`src/rtl/tone_generator_pkg.sv`:
```
// tone_generator_pkg: shared mode/state encodings and LFSR constants for tone_generator
package tone_generator_pkg;
  typedef enum logic [1:0] {
    MODE_SQUARE = 2'd0,
    MODE_PULSE  = 2'd1,
    MODE_NOISE  = 2'd2,
    MODE_OFF    = 2'd3
  } mode_e;
  typedef enum logic [1:0] {
    ST_IDLE     = 2'd0,
    ST_RUN      = 2'd1,
    ST_STOPPING = 2'd2
  } state_e;
  localparam logic [15:0] LFSR_SEED = 16'hACE1;
  localparam logic [15:0] LFSR_TAPS = 16'hB400;
  function automatic logic [15:0] lfsr_next(input logic [15:0] v);
    return (v >> 1) ^ (v[0] ? LFSR_TAPS : 16'h0000);
  endfunction
endpackage

```
`src/rtl/tone_lfsr.sv`:
```
// tone_lfsr: 16-bit Galois LFSR with seed on reset, step enable and post-step output bit
module tone_lfsr
  import tone_generator_pkg::*;
(
  input  logic clk,
  input  logic rst,
  input  logic step,
  output logic sample_bit
);
  logic [15:0] value, stepped;
  assign stepped = lfsr_next(value);
  assign sample_bit = step ? stepped[0] : value[0];
  // seeded shift register advancing only when stepped
  always_ff @(posedge clk) begin
    if (rst) value <= LFSR_SEED;
    else if (step) value <= stepped;
  end
endmodule

```
`src/rtl/tone_generator.sv`:
```
// tone_generator: square/pulse/noise tone source with period-boundary retuning; TONE_GENERATOR_SOFT_STOP_EN finishes the period before muting
module tone_generator
  import tone_generator_pkg::*;
#(
  parameter int PERIOD_WIDTH = 21,
  parameter int SAMPLE_WIDTH = 16,
  parameter int DUTY_WIDTH   = 8
) (
  input  logic                    clock,
  input  logic                    reset,
  input  logic                    enable,
  input  logic [1:0]              mode,
  input  logic [PERIOD_WIDTH-1:0] half_period,
  input  logic [DUTY_WIDTH-1:0]   duty,
  input  logic [SAMPLE_WIDTH-1:0] volume,
  output logic [SAMPLE_WIDTH-1:0] wave,
  output logic                    cycle_start
);
  localparam logic [SAMPLE_WIDTH-1:0] MAX_AMP = {1'b0, {(SAMPLE_WIDTH-1){1'b1}}};
  state_e state, nxt_state;
  mode_e mode_s, nxt_mode;
  logic [PERIOD_WIDTH-1:0] half_s, nxt_half;
  logic [DUTY_WIDTH-1:0] duty_s, nxt_duty;
  logic [SAMPLE_WIDTH-1:0] vol_s, nxt_vol, amp, nxt_wave;
  logic [PERIOD_WIDTH:0] cnt, nxt_cnt;
  logic [PERIOD_WIDTH+DUTY_WIDTH:0] thr;
  logic active, wrap, run_next, load, hot, step, noise_bit, high, nxt_cs;

  tone_lfsr u_lfsr (
    .clk       (clock),
    .rst       (reset),
    .step      (step),
    .sample_bit(noise_bit)
  );

  // state, shadows, counter and registered outputs
  always_ff @(posedge clock) begin
    if (reset) begin
      state       <= ST_IDLE;
      cnt         <= '0;
      mode_s      <= MODE_SQUARE;
      half_s      <= '0;
      duty_s      <= '0;
      vol_s       <= '0;
      wave        <= '0;
      cycle_start <= 1'b0;
    end else begin
      state       <= nxt_state;
      cnt         <= nxt_cnt;
      mode_s      <= nxt_mode;
      half_s      <= nxt_half;
      duty_s      <= nxt_duty;
      vol_s       <= nxt_vol;
      wave        <= nxt_wave;
      cycle_start <= nxt_cs;
    end
  end

  // next state; a zero half period counts as a boundary every cycle
  always_comb begin
    active = state != ST_IDLE;
    wrap = active ? (half_s == '0 || cnt == {half_s, 1'b0} - 1'b1) : enable;
`ifdef TONE_GENERATOR_SOFT_STOP_EN
    nxt_state = enable ? ST_RUN : (active && !wrap) ? ST_STOPPING : ST_IDLE;
`else
    nxt_state = enable ? ST_RUN : ST_IDLE;
`endif
  end

  // shadow reload at boundaries, counter advance and noise stepping
  always_comb begin
    run_next = nxt_state != ST_IDLE;
    load = run_next && wrap;
    nxt_mode = load ? mode_e'(mode) : mode_s;
    nxt_half = load ? half_period : half_s;
    nxt_duty = load ? duty : duty_s;
    nxt_vol = load ? volume : vol_s;
    nxt_cnt = (load || !run_next) ? '0 : cnt + 1'b1;
    hot = run_next && nxt_half != '0;
    nxt_cs = hot && wrap;
    step = hot && nxt_mode == MODE_NOISE && (nxt_cnt == '0 || nxt_cnt == {1'b0, nxt_half});
  end

  // sample for the cycle about to start, from the new counter and shadows
  always_comb begin
    thr = ({{DUTY_WIDTH{1'b0}}, nxt_half, 1'b0} * {{(PERIOD_WIDTH+1){1'b0}}, nxt_duty}) >> DUTY_WIDTH;
    high = nxt_mode == MODE_SQUARE ? nxt_cnt < {1'b0, nxt_half} :
           nxt_mode == MODE_PULSE ? {{DUTY_WIDTH{1'b0}}, nxt_cnt} < thr : noise_bit;
    amp = nxt_vol > MAX_AMP ? MAX_AMP : nxt_vol;
    nxt_wave = (!hot || nxt_mode == MODE_OFF) ? '0 : high ? amp : -amp;
  end
endmodule

```
`config.mk`:
```
export PLATFORM = sky130hd
export DESIGN_NAME = tone_generator
export DESIGN_NICKNAME = d
export VERILOG_FILES = /design/src/rtl/tone_generator_pkg.sv /design/src/rtl/tone_lfsr.sv /design/src/rtl/tone_generator.sv
export SDC_FILE = /design/constraint.sdc
export NUM_CORES = 1
export LEC_CHECK = 0
export CAP_MARGIN = 20
export CORE_MARGIN = 2
export CORE_UTILIZATION = 55
export DETAILED_ROUTE_END_ITERATION = 12
export PLACE_DENSITY = 0.8
export SYNTH_ARGS = -nofsm -noshare
export SYNTH_HDL_FRONTEND = slang
export SYNTH_SLANG_ARGS = --single-unit
export TNS_END_PERCENT = 5
```
`constraint.sdc`:
```
create_clock -name clock -period 11.87 [get_ports clock]
set_input_delay 2.374 -clock clock [delete_from_list [all_inputs] [get_ports clock]]
set_output_delay 2.374 -clock clock [all_outputs]
set_load 0.005 [all_outputs]
```
* After elaboration in Yosys (flattened, before gate mapping)
Cells that the tools add are included.
Storage, ports and cells: word-level logic and storage cells 53, output and inout port bits 17, register bits after elaboration 104, bits of input ports 50
Operators by class: order comparisons 3, mux-type cells 13, multipliers 1, reduce and logical (&&, ||, !) cells 18, eq/ne operators 5, $add $sub $neg 3, bitwise gates (word level) 1
Operators with widths (count):
- $mux W16 | 4
- $mul A21 B8 Y29 | 1
- $add A22 B1 Y22 const B | 1
- $eq A22 B21 Y1 | 1
- $eq A22 B22 Y1 | 1
- $logic_not A22 Y1 | 1
- $lt A22 B21 Y1 | 1
- $lt A22 B22 Y1 | 1
- $mux W22 | 1
- $sub A22 B1 Y22 const B | 1
- $logic_not A21 Y1 | 1
- $mux W21 | 1
- $reduce_bool A21 Y1 | 1
- $gt A16 B15 Y1 const B | 1
- $neg A16 Y16 | 1
- $xor A15 B16 Y16 | 1
- $mux W8 | 1
- $logic_and A1 B1 Y1 | 5
- $mux W1 | 5
- $eq A2 B2 Y1 const B | 2
- $logic_or A1 B1 Y1 | 4
- $reduce_bool A2 Y1 | 2
- $eq A2 B1 Y1 const B | 1
- $logic_not A1 Y1 | 2
- 3 further kinds | 3

* Depth between registers and ports, before layout
depth after elaboration 14, depth in mapped cells 51, mapped depth without buffers 45

* Cells and area by module
Synthesis repeated with hierarchy kept, for this count alone.
Unflattened totals: cell total of the unflattened synthesis 1370, area, all modules 11402.2 µm²
Modules (own cells, without submodules):
- tone_generator | seq. area each 1741.7 µm², instances 1, cells an instance 1313, area each 10767.8 µm²
- tone_lfsr | seq. area each 320.3 µm², instances 1, cells an instance 57, area each 634.4 µm²

* Worst setup path after synthesis
Ideal clock, no wire load.
kind input -> register, start point in enable, end point reg wave[14], arrival time 10.614 ns, setup time 0.133 ns, stages 40, path slack 1.123 ns, data required time 11.737 ns, path buffers 7, cell sequence clkbuf_1 -> nand2_1 -> buf_2 -> buf_2 -> buf_2 -> clkbuf_1 -> mux2i_1 -> nor2_1 -> fa_1 -> fa_1 -> fa_1 -> inv_1 -> fa_1 -> inv_1 -> ha_1 -> a21oi_1 -> o21bai_1 -> a2111oi_0 -> (+4 left out) -> o21a_1 -> nor2_1 -> xor2_1 -> ha_1 -> a21o_1 -> a21oi_1 -> nor2b_1 -> o21ai_0 -> nand2b_1 -> a21oi_1 -> o31ai_1 -> a311oi_1 -> o311ai_0 -> and4_1 -> buf_6 -> buf_6 -> a21oi_1 -> nor3b_2
Between the ends: word-level cells in the longest chain between the ends 12, elaborated cells on any way between the ends 35, classes of those cells add/sub (1); mul (1); order compare (3); eq/ne (4); mux (12); reduce/logical (14)
Ends and longest elaborated chain:
- start, declared | RTL line tone_generator.sv:11 | input logic enable,
- branches (longest 12 deep; another with $mul A21 B8 Y29)
- end signal, assigned | RTL line tone_generator.sv:54 | wave <= nxt_wave;
- end, declared | RTL line tone_generator.sv:16 | output logic [SAMPLE_WIDTH-1:0] wave,
Several ways; the timed one is not identified. A chain may end at the register's enable or synchronous reset.

* Worst setup path in the final report
start point reg half_s[16], end point reg wave[7]
Between the ends: word-level cells in the longest chain between the ends 14, elaborated cells on any way between the ends 36, classes of those cells add/sub (2); mul (1); order compare (3); eq/ne (5); mux (11); reduce/logical (14)
Ends and longest elaborated chain:
- start, declared | RTL line tone_generator.sv:22 | logic [PERIOD_WIDTH-1:0] half_s, nxt_half;
- start signal, assigned | RTL line tone_generator.sv:51 | half_s <= nxt_half;
- branches (longest 14 deep; another with $mul A21 B8 Y29)
Several ways; the timed one is not identified.

==> key figures <==
Floorplan
  • Core area: 20100 um2
  • I/O pins: 67
  • Chip Width: 147 um
  • Cell Rows: between 50 and 60
  • Die H: ~150 um
  • Die area: 21500 um2
  • Starting Density: 55.7%

Status
  • Outcome: finished clean

Min path
  • Min-Delay Path Class: reg -> reg

Yosys
  • Syn Inst Count: 1366
  • Sequential fraction of the synthesis area: a little under a fifth
  • Top cells by area, synth: fa_1 (20%), dfxtp_1 (18%), ha_1 (10%)
  • Ys Warns: 0
  • Synth unique cells: 70
  • Leading area contributor after synthesis: fa_1
  • Yosys top cell area share: 20.2%
  • Syn Area/Cell: 8.20 um2
  • Mapped cell area: 11200 um2
  • Ys flop type: dfxtp_1
  • Post-synth EDFFs: 0
  • Syn nets: 1620
  • FFs w/ async S/R, synth: 0%
  • #FFs+latches synth: 103

STA
  • Slew headroom: 33.4%
  • Final Hold Viols: 0
  • Sum of negative setup slack: 0 ns
  • Final setup viols: 0
  • Post-layout min period: between 10 and 15 ns
  • Setup Skew: 0.0103 ns
  • RSZ-0062 raised after global routing: no
  • F_max: 89.8 MHz
  • Max-slew violation count: 0
  • Worst-margin pin slew: 0.973 ns
  • Final worst-path cycle share: between 90% and 100%

Drt
  • Pre-antenna DRT Iters: 5
  • Antenna Nets Post-Route: 0
  • Post-detailed-routing wire length: between 30 and 40 mm
  • DRC: 0
  • Wire length on met3: 2.31 mm
  • Met2 wire len: 14.2 mm
  • DR top layer: met4
  • Met1 WL: roughly 12 mm
  • DR WL/cell: 17.8 um
  • Via count: 9981
  • Via/cell ratio: slightly below 6
  • DRT iter0 DRCs: 918

Global routing
  • Largest net degree at the start of global routing: slightly below 70
  • First-pass GRT wire length: 49.3 mm
  • Vias in the first global route: a little under 10k
  • Total global routing overflow: 0
  • Initial antenna violation count: 0
  • Total track usage: approximately 29%

Layout
  • Nets: 1682
  • Core Util, Final: 62.7%
  • Layout cell share with drive strength beyond 1: 7.40%
  • Area Overhead vs Synth: 12.5%
  • Fill cells: about 1.7k
  • ANT cells: 0
  • Finished Cell Area: 12600 um2

Setup path
  • Critical Path Source Type: flip-flop
  • CP max-delay cell: or4_4
  • Critical path fanouts, max: 30
  • Required time worst endpoint: 12.17 ns
  • Crit Path Class: reg -> reg
  • CP endpoint kind: flip-flop
  • CP dominant cell by count: fa_1
  • Crit-path max cell delay: 0.57 ns
  • Worst endpoint data arrival time: between 10 and 15 ns

Clocking
  • H-tree depth: 3
  • Clk pin slew, worst setup/hold paths: 0.08 ns
  • Root buf cell: clkbuf_16
  • CTS tree: done
  • Clock Latency Late Sink: 0.37 ns
  • CTS buffer count: 9
  • Clk sink count: 103
  • Clock tree buffer depth: 2

Run
  • Max Cap Viol: 0

Pwr
  • Leakage power: 5.84 nW
  • PD cells: 106 nW/um2
  • Peak supply drop: 0.0000643 V

Place
  • PortBufs: 66
  • Post-Place Cell Area: 12300 um2
  • GPL Wtd Cong: 0.941
  • DP HPWL: 24.2 mm
## flip-flops by register name (all words and copies together), names as in the netlist
register and count:
half_s 21, cycle_start 1, cnt 22, state 1
duty_s 8, vol_s 16, mode_s 2, wave 16
u_lfsr.value 16
## where the power goes
| group | internal, mW | switching, mW | total [mW] |
|---|---|---|---|
| Clock | 0.152 | 0.157 | 0.309 |
| Sequential | 0.363 | 0.0158 | 0.379 |
| Combinational | 0.270 | 0.376 | 0.646 |
## stage by stage
stage	total power, mW	worst slack [ns]	instances	hold slack [ns]
finish	1.33	0.740	1703	0.469
global route	1.44	0.0279	1703	0.497
CTS	1.33	0.509	1703	0.471
detailed placement	1.02	0.401	1687	0.448
global placement	1.00	0.607	1687	0.441
floorplan	0.847	1.12	1366	0.427
## timing repair
action,CTS,global route
resized for setup,0,6
setup endpoints to repair,0,15
buffers inserted,0,0
hold buffers,0,0
## layer usage
| metal | global-route usage (%) | vias to the layer above |
|---|---|---|
| met5 | 0 | - |
| met4 | 13.8 | 0 |
| met3 | 4.72 | 85 |
| met2 | 47.3 | 453 |
| met1 | 37.0 | 4768 |
| li1 | - | 4675 |
## cells by family after synthesis
group | Yosys count | synth area share (%)
multiplexers | 55 | 5.03
AND/OR/NAND/NOR | 574 | 23.9
XOR/XNOR | 63 | 4.93
AO/OA/AOI/OAI | 168 | 10.5
buffers and inverters | 199 | 6.93
flip-flops | 103 | 18.4
adder cells (fa/ha/maj) | 204 | 30.4
## final cells by class
class,count,area (um2),share of cell area [%]
multi-input cells,1064,8390,66.6
flip-flops and latches,103,2060,16.4
repair buffers,105,948,7.53
inverters,145,544,4.32
well taps,270,338,2.68
clock buffers,9,225,1.79
clock inverters,7,88.8,0.705
## synth_stat cells (all sizes together) (3+ instances only)
cell type	count
mux2i	48
clkbuf	42
and3	14
nor4	21
o21ai	26
nand3	37
a2111oi	3
a21o	22
fa	113
inv	145
and4	3
o21a	7
nand3b	8
o2111ai	3
nand2	91
xor2	27
or2	18
a21oi	45
nor2	271
o211ai	7
mux2	7
xnor2	36
or3	10
a31o	5
dfxtp	103
nand2b	20
a31oi	3
and2	4
nor3b	5
o31ai	8
a211o	7
ha	91
or4	7
o41ai	3
nor3	23
nand4	20
nor2b	17
a211oi	6
buf	12
## cell usage in the layout (no fill, tap or decap), types with 14 or more instances in the layout
master           count
nand2b_1            20
nor4_1              20
mux2i_1             46
nand4_1             20
a21o_1              22
nor2_1             270
dfxtp_1            103
o21ai_0             22
nand2_1             90
xor2_1              27
inv_1              144
and3_1              14
a21oi_1             43
ha_1                91
clkdlybuf4s50_1     65
fa_1               113
buf_4               39
nor2b_1             17
or2_2               18
nor3_1              23
nand3_1             37
xnor2_1             36
## path summary, 6_finish.rpt
check                                  endpoint  slack (ns)       startpoint  depth (start not counted)
worst max-delay path                    wave[7]        0.74       half_s[16]                         41
worst min-delay path            u_lfsr.value[6]        0.47  u_lfsr.value[7]                          1
worst max register to register          wave[7]        0.74       half_s[16]                         41
worst min register to register  u_lfsr.value[6]        0.47  u_lfsr.value[7]                          1
## worst max-delay path, delay by kind of cell, from the launching register on
kind,cells,cell delay (ns)
simple gates,14,3.61
xor+xnor,1,0.18
fa+ha+maj,6,2.75
compound gates,15,3.29
flops,1,0.34
mux,1,0.20
buf+inv,4,0.67
Power figures use the tool's default switching activity.
